File: src/rtl/riscv_mc_controller_if.sv
// Control bundle between the multicycle controller and its datapath.
// master = controller side, slave = datapath side.
interface riscv_mc_controller_if #(
    parameter int CNT_W = 32
);
    logic [6:0]       OpCode;
    logic [2:0]       f3;
    logic [6:0]       f7;
    logic             ZERO;
    logic             PCWrite;
    logic             AdrSrc;
    logic             MemWrite;
    logic             IRWrite;
    logic [1:0]       ResultSrc;
    logic [2:0]       ALUControl;
    logic [1:0]       ALUSrcA;
    logic [1:0]       ALUSrcB;
    logic [2:0]       ImmSrc;
    logic             RegWrite;
    logic             illegal;
    logic [3:0]       state_dbg;
    logic [CNT_W-1:0] instret;

    modport master (
        input  OpCode, f3, f7, ZERO,
        output PCWrite, AdrSrc, MemWrite, IRWrite, ResultSrc,
        output ALUControl, ALUSrcA, ALUSrcB, ImmSrc, RegWrite,
        output illegal, state_dbg, instret
    );

    modport slave (
        output OpCode, f3, f7, ZERO,
        input  PCWrite, AdrSrc, MemWrite, IRWrite, ResultSrc,
        input  ALUControl, ALUSrcA, ALUSrcB, ImmSrc, RegWrite,
        input  illegal, state_dbg, instret
    );
endinterface

File: src/rtl/riscv_mc_controller.sv
// Multicycle RV32I-subset control FSM with sticky illegal-instruction
// trap and retired-instruction counter.
module riscv_mc_controller #(
    parameter int CNT_W = 32
) (
    input logic                   clk,
    input logic                   rst,
    riscv_mc_controller_if.master bus
);
    typedef enum logic [3:0] {
        S_FETCH    = 4'd0,
        S_DECODE   = 4'd1,
        S_MEMADR   = 4'd2,
        S_MEMREAD  = 4'd3,
        S_MEMWB    = 4'd4,
        S_MEMWRITE = 4'd5,
        S_EXECR    = 4'd6,
        S_EXECI    = 4'd7,
        S_ALUWB    = 4'd8,
        S_BRANCH   = 4'd9,
        S_JAL      = 4'd10,
        S_JALR     = 4'd11,
        S_LINK     = 4'd12,
        S_LUI      = 4'd13,
        S_TRAP     = 4'd15
    } state_t;

    localparam logic [6:0] OP_LOAD  = 7'b0000011;
    localparam logic [6:0] OP_STORE = 7'b0100011;
    localparam logic [6:0] OP_R     = 7'b0110011;
    localparam logic [6:0] OP_I     = 7'b0010011;
    localparam logic [6:0] OP_BR    = 7'b1100011;
    localparam logic [6:0] OP_JAL   = 7'b1101111;
    localparam logic [6:0] OP_JALR  = 7'b1100111;
    localparam logic [6:0] OP_LUI   = 7'b0110111;

    localparam logic [2:0] ALU_ADD  = 3'b000;
    localparam logic [2:0] ALU_SUB  = 3'b001;
    localparam logic [2:0] ALU_AND  = 3'b010;
    localparam logic [2:0] ALU_OR   = 3'b011;
    localparam logic [2:0] ALU_SLT  = 3'b100;
    localparam logic [2:0] ALU_XOR  = 3'b101;
    localparam logic [2:0] ALU_PASS = 3'b110;

    localparam logic [2:0] IMM_I = 3'b000;
    localparam logic [2:0] IMM_S = 3'b001;
    localparam logic [2:0] IMM_B = 3'b010;
    localparam logic [2:0] IMM_J = 3'b011;
    localparam logic [2:0] IMM_U = 3'b100;

    state_t           state_q, state_d;
    logic             illegal_q, illegal_d;
    logic [CNT_W-1:0] instret_q, instret_d;

    state_t     dec_nxt;
    logic       r_ok, i_ok, b_ok;
    logic [2:0] alu_f3;

    logic       pc_write, adr_src, mem_write, ir_write, reg_write;
    logic [1:0] result_src, src_a, src_b;
    logic [2:0] alu_ctl, imm_src;

    // Legality of the field combinations this datapath implements
    always_comb begin
        r_ok = ((bus.f3 == 3'b000) &&
                ((bus.f7 == 7'b0000000) || (bus.f7 == 7'b0100000))) ||
               (((bus.f3 == 3'b111) || (bus.f3 == 3'b110) ||
                 (bus.f3 == 3'b010) || (bus.f3 == 3'b100)) &&
                (bus.f7 == 7'b0000000));
        i_ok = (bus.f3 == 3'b000) || (bus.f3 == 3'b111) ||
               (bus.f3 == 3'b110) || (bus.f3 == 3'b010) ||
               (bus.f3 == 3'b100);
        b_ok = (bus.f3 == 3'b000) || (bus.f3 == 3'b001) ||
               (bus.f3 == 3'b100) || (bus.f3 == 3'b101);
        unique case (bus.f3)
            3'b111:  alu_f3 = ALU_AND;
            3'b110:  alu_f3 = ALU_OR;
            3'b010:  alu_f3 = ALU_SLT;
            3'b100:  alu_f3 = ALU_XOR;
            default: alu_f3 = ALU_ADD;
        endcase
    end

    // Opcode dispatch out of DECODE; anything unrecognised traps
    always_comb begin
        dec_nxt = S_TRAP;
        case (bus.OpCode)
            OP_LOAD:  if (bus.f3 == 3'b010) dec_nxt = S_MEMADR;
            OP_STORE: if (bus.f3 == 3'b010) dec_nxt = S_MEMADR;
            OP_R:     if (r_ok) dec_nxt = S_EXECR;
            OP_I:     if (i_ok) dec_nxt = S_EXECI;
            OP_BR:    if (b_ok) dec_nxt = S_BRANCH;
            OP_JAL:   dec_nxt = S_JAL;
            OP_JALR:  if (bus.f3 == 3'b000) dec_nxt = S_JALR;
            OP_LUI:   dec_nxt = S_LUI;
            default:  dec_nxt = S_TRAP;
        endcase
    end

    // Next state and Moore-style control outputs
    always_comb begin
        state_d    = state_q;
        pc_write   = 1'b0;
        adr_src    = 1'b0;
        mem_write  = 1'b0;
        ir_write   = 1'b0;
        reg_write  = 1'b0;
        result_src = 2'd0;
        src_a      = 2'd0;
        src_b      = 2'd0;
        alu_ctl    = ALU_ADD;
        imm_src    = IMM_I;
        case (state_q)
            S_FETCH: begin
                ir_write   = 1'b1;
                src_b      = 2'd2;
                result_src = 2'd2;
                pc_write   = 1'b1;
                state_d    = S_DECODE;
            end
            S_DECODE: begin
                src_a   = 2'd1;
                src_b   = 2'd1;
                imm_src = (bus.OpCode == OP_JAL) ? IMM_J : IMM_B;
                state_d = dec_nxt;
            end
            S_MEMADR: begin
                src_a   = 2'd2;
                src_b   = 2'd1;
                imm_src = (bus.OpCode == OP_STORE) ? IMM_S : IMM_I;
                state_d = (bus.OpCode == OP_STORE) ? S_MEMWRITE : S_MEMREAD;
            end
            S_MEMREAD: begin
                adr_src = 1'b1;
                state_d = S_MEMWB;
            end
            S_MEMWB: begin
                result_src = 2'd1;
                reg_write  = 1'b1;
                state_d    = S_FETCH;
            end
            S_MEMWRITE: begin
                adr_src   = 1'b1;
                mem_write = 1'b1;
                state_d   = S_FETCH;
            end
            S_EXECR: begin
                src_a   = 2'd2;
                alu_ctl = alu_f3;
                if (bus.f3 == 3'b000 && bus.f7 == 7'b0100000)
                    alu_ctl = ALU_SUB;
                state_d = S_ALUWB;
            end
            S_EXECI: begin
                src_a   = 2'd2;
                src_b   = 2'd1;
                alu_ctl = alu_f3;
                state_d = S_ALUWB;
            end
            S_ALUWB: begin
                reg_write = 1'b1;
                state_d   = S_FETCH;
            end
            S_BRANCH: begin
                src_a = 2'd2;
                case (bus.f3)
                    3'b000: begin alu_ctl = ALU_SUB; pc_write = bus.ZERO;  end
                    3'b001: begin alu_ctl = ALU_SUB; pc_write = ~bus.ZERO; end
                    3'b100: begin alu_ctl = ALU_SLT; pc_write = ~bus.ZERO; end
                    3'b101: begin alu_ctl = ALU_SLT; pc_write = bus.ZERO;  end
                    default: ;
                endcase
                state_d = S_FETCH;
            end
            S_JAL: begin
                pc_write = 1'b1;
                src_a    = 2'd1;
                src_b    = 2'd2;
                state_d  = S_ALUWB;
            end
            S_JALR: begin
                src_a      = 2'd2;
                src_b      = 2'd1;
                result_src = 2'd2;
                pc_write   = 1'b1;
                state_d    = S_LINK;
            end
            S_LINK: begin
                src_a   = 2'd1;
                src_b   = 2'd2;
                state_d = S_ALUWB;
            end
            S_LUI: begin
                src_b   = 2'd1;
                imm_src = IMM_U;
                alu_ctl = ALU_PASS;
                state_d = S_ALUWB;
            end
            S_TRAP:  state_d = S_TRAP;
            default: state_d = S_TRAP;
        endcase
    end

    // Trap flag is sticky; instret counts the final cycle of each instruction
    always_comb begin
        illegal_d = illegal_q | (state_d == S_TRAP);
        instret_d = instret_q;
        if (state_q == S_MEMWB || state_q == S_MEMWRITE ||
            state_q == S_ALUWB || state_q == S_BRANCH)
            instret_d = instret_q + 1'b1;
    end

    // State, trap flag and counter registers
    always_ff @(posedge clk or posedge rst) begin
        if (rst) begin
            state_q   <= S_FETCH;
            illegal_q <= 1'b0;
            instret_q <= '0;
        end else begin
            state_q   <= state_d;
            illegal_q <= illegal_d;
            instret_q <= instret_d;
        end
    end

    assign bus.PCWrite    = pc_write;
    assign bus.AdrSrc     = adr_src;
    assign bus.MemWrite   = mem_write;
    assign bus.IRWrite    = ir_write;
    assign bus.ResultSrc  = result_src;
    assign bus.ALUControl = alu_ctl;
    assign bus.ALUSrcA    = src_a;
    assign bus.ALUSrcB    = src_b;
    assign bus.ImmSrc     = imm_src;
    assign bus.RegWrite   = reg_write;
    assign bus.illegal    = illegal_q;
    assign bus.state_dbg  = state_q;
    assign bus.instret    = instret_q;
endmodule

File: src/flat_wrapper.sv
// flat-port wrapper written by rule: the top's interface ports become plain ports
module riscv_mc_controller_flat 
#(
    parameter int CNT_W = 32
)
  (clk, rst, bus_OpCode, bus_f3, bus_f7, bus_ZERO, bus_PCWrite, bus_AdrSrc, bus_MemWrite, bus_IRWrite, bus_ResultSrc, bus_ALUControl, bus_ALUSrcA, bus_ALUSrcB, bus_ImmSrc, bus_RegWrite, bus_illegal, bus_state_dbg, bus_instret);
  riscv_mc_controller_if #(.CNT_W(CNT_W)) bus_i ();
  input logic clk;
  input logic rst;
  input wire logic [$bits(bus_i.OpCode)-1:0] bus_OpCode;
  input wire logic [$bits(bus_i.f3)-1:0] bus_f3;
  input wire logic [$bits(bus_i.f7)-1:0] bus_f7;
  input wire logic [$bits(bus_i.ZERO)-1:0] bus_ZERO;
  output wire logic [$bits(bus_i.PCWrite)-1:0] bus_PCWrite;
  output wire logic [$bits(bus_i.AdrSrc)-1:0] bus_AdrSrc;
  output wire logic [$bits(bus_i.MemWrite)-1:0] bus_MemWrite;
  output wire logic [$bits(bus_i.IRWrite)-1:0] bus_IRWrite;
  output wire logic [$bits(bus_i.ResultSrc)-1:0] bus_ResultSrc;
  output wire logic [$bits(bus_i.ALUControl)-1:0] bus_ALUControl;
  output wire logic [$bits(bus_i.ALUSrcA)-1:0] bus_ALUSrcA;
  output wire logic [$bits(bus_i.ALUSrcB)-1:0] bus_ALUSrcB;
  output wire logic [$bits(bus_i.ImmSrc)-1:0] bus_ImmSrc;
  output wire logic [$bits(bus_i.RegWrite)-1:0] bus_RegWrite;
  output wire logic [$bits(bus_i.illegal)-1:0] bus_illegal;
  output wire logic [$bits(bus_i.state_dbg)-1:0] bus_state_dbg;
  output wire logic [$bits(bus_i.instret)-1:0] bus_instret;
  assign bus_i.OpCode = bus_OpCode;
  assign bus_i.f3 = bus_f3;
  assign bus_i.f7 = bus_f7;
  assign bus_i.ZERO = bus_ZERO;
  assign bus_PCWrite = bus_i.PCWrite;
  assign bus_AdrSrc = bus_i.AdrSrc;
  assign bus_MemWrite = bus_i.MemWrite;
  assign bus_IRWrite = bus_i.IRWrite;
  assign bus_ResultSrc = bus_i.ResultSrc;
  assign bus_ALUControl = bus_i.ALUControl;
  assign bus_ALUSrcA = bus_i.ALUSrcA;
  assign bus_ALUSrcB = bus_i.ALUSrcB;
  assign bus_ImmSrc = bus_i.ImmSrc;
  assign bus_RegWrite = bus_i.RegWrite;
  assign bus_illegal = bus_i.illegal;
  assign bus_state_dbg = bus_i.state_dbg;
  assign bus_instret = bus_i.instret;
  riscv_mc_controller #(.CNT_W(CNT_W)) u_core (.clk(clk), .rst(rst), .bus(bus_i));
endmodule
File: config.mk
export PLATFORM = sky130hd
export DESIGN_NAME = riscv_mc_controller_flat
export DESIGN_NICKNAME = d
export VERILOG_FILES = /design/src/rtl/riscv_mc_controller_if.sv /design/src/rtl/riscv_mc_controller.sv /design/src/flat_wrapper.sv
export SDC_FILE = /design/constraint.sdc
export NUM_CORES = 1
export LEC_CHECK = 0
export CAP_MARGIN = 20
export CORE_ASPECT_RATIO = 1.5
export CORE_MARGIN = 2
export CORE_UTILIZATION = 30
export DETAILED_ROUTE_END_ITERATION = 10
export GPL_ROUTABILITY_DRIVEN = 0
export PLACE_DENSITY_LB_ADDON = 0.05
export SYNTH_ARGS = -nofsm -noshare
export SYNTH_HDL_FRONTEND = slang
export SYNTH_SLANG_ARGS = --single-unit
File: constraint.sdc
create_clock -name clk -period 2.3 [get_ports clk]
set_input_delay 0.345 -clock clk [delete_from_list [all_inputs] [get_ports clk]]
set_output_delay 0.345 -clock clk [all_outputs]
set_load 0.02 [all_outputs]
# ---- After elaboration in Yosys (flattened, before gate mapping)
# Index checks and enable logic that the tools add are counted.
dict set report word_totals {
  register_bits 37
  input_bits 20
  out_inout_bits 54
  wordCells 95
}
dict set report op_classes {
  addsub 1
  n_eq_ne 29
  muxes 24
  bitwise_logic 2
  reduce_logical 36
}
# op count
set ops {}
lappend ops {{$pmux 4 s7} 2}
lappend ops {{$add 32x1->32 const B} 1}
lappend ops {{$eq 4x4->1 const B} 7}
lappend ops {{$eq 7x6->1 const B} 4}
lappend ops {{$pmux 3 s4} 2}
lappend ops {{$eq 7x7->1 const B} 3}
lappend ops {{$eq 4x3->1 const B} 4}
lappend ops {{$reduce_or 2->1} 8}
lappend ops {{$logic_or 1x1->1} 15}
lappend ops {{$reduce_or 5->1} 3}
lappend ops {{$eq 3x3->1 const B} 4}
lappend ops {{$mux 3} 4}
lappend ops {{$mux 4} 3}
lappend ops {{$pmux 2 s2} 3}
lappend ops {{$pmux 3 s3} 1}
lappend ops {{$reduce_or 3->1} 3}
lappend ops {{$eq 4x2->1 const B} 2}
lappend ops {{$eq 7x2->1 const B} 1}
lappend ops {{$eq 7x5->1 const B} 1}
lappend ops {{$logic_not 7->1} 1}
lappend ops {{$mux 1} 6}
lappend ops {{$pmux 3 s2} 1}
lappend ops {{$eq 4x1->1 const B} 1}
lappend ops {{$logic_not 4->1} 1}
lappend ops {{other kinds (8)} 11}

# ---- Logic depth before layout (Yosys ltp)
dict set report logic_depth {
  ltp_word 11
  depth_mapped 7
  ltp_nobuf 5
}

# ---- Least setup slack after synthesis
# No wires, ideal clock.
dict set report synth_timing {
  kind {reg2out}
  from {reg u_core.state_q[3] (netlist: u_core.bus.state_dbg[3])}
  to {out bus_ALUControl[0]}
  t_arrival_ps 1738
  required_time_ps 1955
  slack_ps 217
  stages_incl_launch_ff 5
  path_buffers 1
  cell_sequence {dfrtp_1 buf_4 nand2b_1 or3b_2 o21ai_0}
}
dict set report synth_between {
  elab_chain_len 2
  word_cells_on_any_way 5
  classes_between {4 x eq/ne; 1 x mux}
}
# item line_no
set synth_lines {}
lappend synth_lines {{from (decl)} riscv_mc_controller.sv:51} ;# state_t state_q, state_d;
lappend synth_lines {{from (signal assigned)} riscv_mc_controller.sv:220} ;# state_q <= state_d;
lappend synth_lines {{$eq 4x4->1 or $eq 4x3->1 (tied branches)} riscv_mc_controller.sv:113} ;# case (state_q)
lappend synth_lines {{$pmux 3 s4 (*)} riscv_mc_controller.sv:113}
lappend synth_lines {{to (decl)} flat_wrapper.sv:19} ;# output wire logic [$bits(bus_i.ALUControl)-1:0] bus_ALUControl;
# Every way passes the cells marked *; elsewhere a longest branch is shown, timed or not.

# ---- Worst setup path in the final report
dict set report layout_timing {
  from {in bus_f7[3]}
  to {out bus_ALUControl[0]}
}
dict set report layout_between {
  elab_chain_len 4
}
# item line_no
set layout_lines {}
lappend layout_lines {{from (decl)} flat_wrapper.sv:12} ;# input wire logic [$bits(bus_i.f7)-1:0] bus_f7;
lappend layout_lines {{$eq 7x6->1} riscv_mc_controller.sv:150} ;# if (bus.f3 == 3'b000 && bus.f7 == 7'b0100000)
lappend layout_lines {{$logic_and 1x1->1} riscv_mc_controller.sv:150}
lappend layout_lines {{$mux 3} riscv_mc_controller.sv:150}
lappend layout_lines {{$pmux 3 s4} riscv_mc_controller.sv:113}
# Every way passes these cells.

==> run metrics <==
die width about 74 um; Die Area 8120 sq um; HPWL Detailed approximately 4600 um; Switching Fraction 0.419; outcome finished, final reports clean; core area 7230 sq um; mean routed wirelength per cell 13.3 um; Synth top area share 0.417; layout cell share with drive strength beyond 1 0.191; area occupied by multi-input gates 1240 sq um; Synth area leader dfrtp_1; via density per instance 4.67; Setup crit start kind primary input; FFs w/ async S/R, synth 1.00; Max Cap Violations 0; post-layout util 0.471; # setup viols final 0; I/O pins 74; clock skew roughly 0.0086 ns; First-pass DRT Iterations 6; number of port buffers 73; Syn Nets 260; Final Cycle Share 0.968; Worst Tran Pin Value 0.477 ns; Pint 1.75 mW; Slew Viols, Final 0; CTS H-tree depth 2; Starting Density 0.307; Final Hold Viols 0; Seq/Total Area, Yosys 0.417; total global routing overflow 0; Distinct cells, synth 50; Final Critical Period roughly 2.2 ns; Gate power share 0.580; DR DRC count 0; fin nets 365; starting DRC count in detailed routing 59; Synth-to-Final Area Change 53.2%; R2R setup slack 0.18 ns; Area contributors post-synth dfrtp_1, xnor2_1, xor2_1; Reg clk slew, reported paths 0.07 ns; antenna-violating nets left 0; Min Hold Slack 0.460 ns; pin count of the biggest net entering global routing 38; synthesized area 2220 sq um; Num Clock Sinks 37; CTS max path bufs 2; Inserted Clock Buffers 5; GRT Total Usage 0.156; commonest non-fill, non-tap cell in the layout clkdlybuf4s50_1; RSZ-0062 raised after global routing no; CP endpoint kind output pin; Syn Inst Count between 200 and 250; sequential share of power 0.274; antenna cells 0; Hold WC Path Type primary input to asynchronous set/reset pin; YS warnings 0; first-pass GRT wire length 9760 um; num rows 38; syn_area_per_cell 9.29 sq um; final WL between 5000 and 6000 um; pwr dens 884 nW/um^2; CP Data Required Time 1.96 ns; worst-path fanout max 2; vias 2076; Clock Latency Late Sink 0.29 ns; Fill cells ~770; max_slew headroom 0.682; FF+latch count, synth 37; cts-stage hold buffer count 0; switching power around 1.3 mW; P_leak 1.56 nW; die height 109 um; critical path type primary input to output pin; Max VDD drop 485 uV; most frequent cells in the layout clkdlybuf4s50_1, buf_4, dfrtp_1, nand2_1, xnor2_1; Total Power 3.01 mW; setup_tns 0 ns; EDFF count, synth 0; CTS tree built; sequential cell area 926 sq um; root cell of the clock tree clkbuf_8; vias in the first global route 2070; Synth Flop Type dfrtp_1; initial antenna violation count 0; WP data arrival approximately 1.9 ns; Clk network pwr share 0.145; Achievable Freq 0.449 GHz
[worst paths after layout]
check                                              from                     end  cells after the start
min in group clk                 u_core.bus.instret[21]  u_core.bus.instret[21]                      1
worst min register to register   u_core.bus.instret[21]  u_core.bus.instret[21]                      1
worst max register to register  u_core.bus.state_dbg[2]  u_core.bus.instret[25]                      6
max in group asynchronous                           rst   u_core.bus.instret[1]                      3
worst max-delay path                          bus_f7[3]       bus_ALUControl[0]                      6
worst min-delay path                                rst  u_core.bus.instret[17]                      3
[routing by layer]
layer | routed length, um | track usage
met3 | 207 | 0.0257
met5 | 0 | 0
met1 | 2320 | 0.169
met4 | 126 | 0.0638
met2 | 3260 | 0.291
[cell families after synthesis]
family | after synthesis | share of synthesized area
DFF | 37 | 0.417
adders and majority gates | 1 | 0.00563
muxes | 1 | 0.00507
and+or+nand+nor | 112 | 0.285
buffers and inverters | 18 | 0.0389
AOI/OAI and AO/OA | 33 | 0.0963
xor gates and xnor gates | 37 | 0.153
[cell type report]
type | count | share of cell area
Clock buffer | 6 | 0.0213
Clock inverter | 2 | 0.00294
Inverter | 5 | 0.00551
Multi-Input combinational cell | 184 | 0.363
Sequential cell | 37 | 0.272
Tap cell | 100 | 0.0368
Timing Repair Buffer | 111 | 0.298
[Yosys cell counts (2+ instances only)]
master    instances
o31ai_1           2
and3_1            7
nor4_1            4
xor2_1           16
a31oi_1           4
o21ai_0           6
nor3b_1           3
nand3b_1          3
nor2b_1           5
and2_1            5
or2_2             2
nand3_1           9
clkbuf_1          9
inv_1             5
dfrtp_1          37
nand2b_1          3
xnor2_1          19
nor3_1            8
or3_1             2
buf_6             2
and4_1            4
nor2_1           14
nand2_1          27
a21oi_1           8
nor4b_1           2
o22ai_1           3
nand4_1           5
nor2_2            3
[metrics by stage]
stage | cell area, sq um | std cells | worst slack (ns)
after floorplan | 2220 | 239 | 0.217
after global placement | 3310 | 437 | -0.480
after detailed placement | 3310 | 437 | -0.492
after CTS | 3390 | 445 | -0.0657
after global routing | 3400 | 445 | 0.00319
final | 3400 | 445 | 0.0727
[repair_timing]
| action | 4_1_cts | 5_1_grt |
|---|---|---|
| buffers inserted | 0 | 0 |
| endpoints found under the setup margin | 11 | 8 |
| resized for setup | 19 | 14 |
[state kept, by name (all words and copies together), names as in the netlist]
name	flops
u_core.bus.instret	32
u_core.bus.state_dbg	4
u_core.bus.illegal	1
[power by group through the flow]
stage / Sequential [mW] / Clock, mW / Combinational [mW]
finish: 0.826 / 0.437 / 1.75
global route: 0.839 / 0.490 / 1.89
CTS: 0.828 / 0.454 / 1.78
detailed placement: 0.836 / 0 / 1.83
global placement: 0.837 / 0 / 1.83
floorplan: 0.940 / 0 / 0.895
[critical path, cell delays in order]
cell and delay [ns]:
clkdlybuf4s50_1 0.39, or4_1 0.53, nor3_2 0.16, a31oi_1 0.11, o21ai_0 0.15, buf_2 0.19
Power figures use the tool's default switching activity.
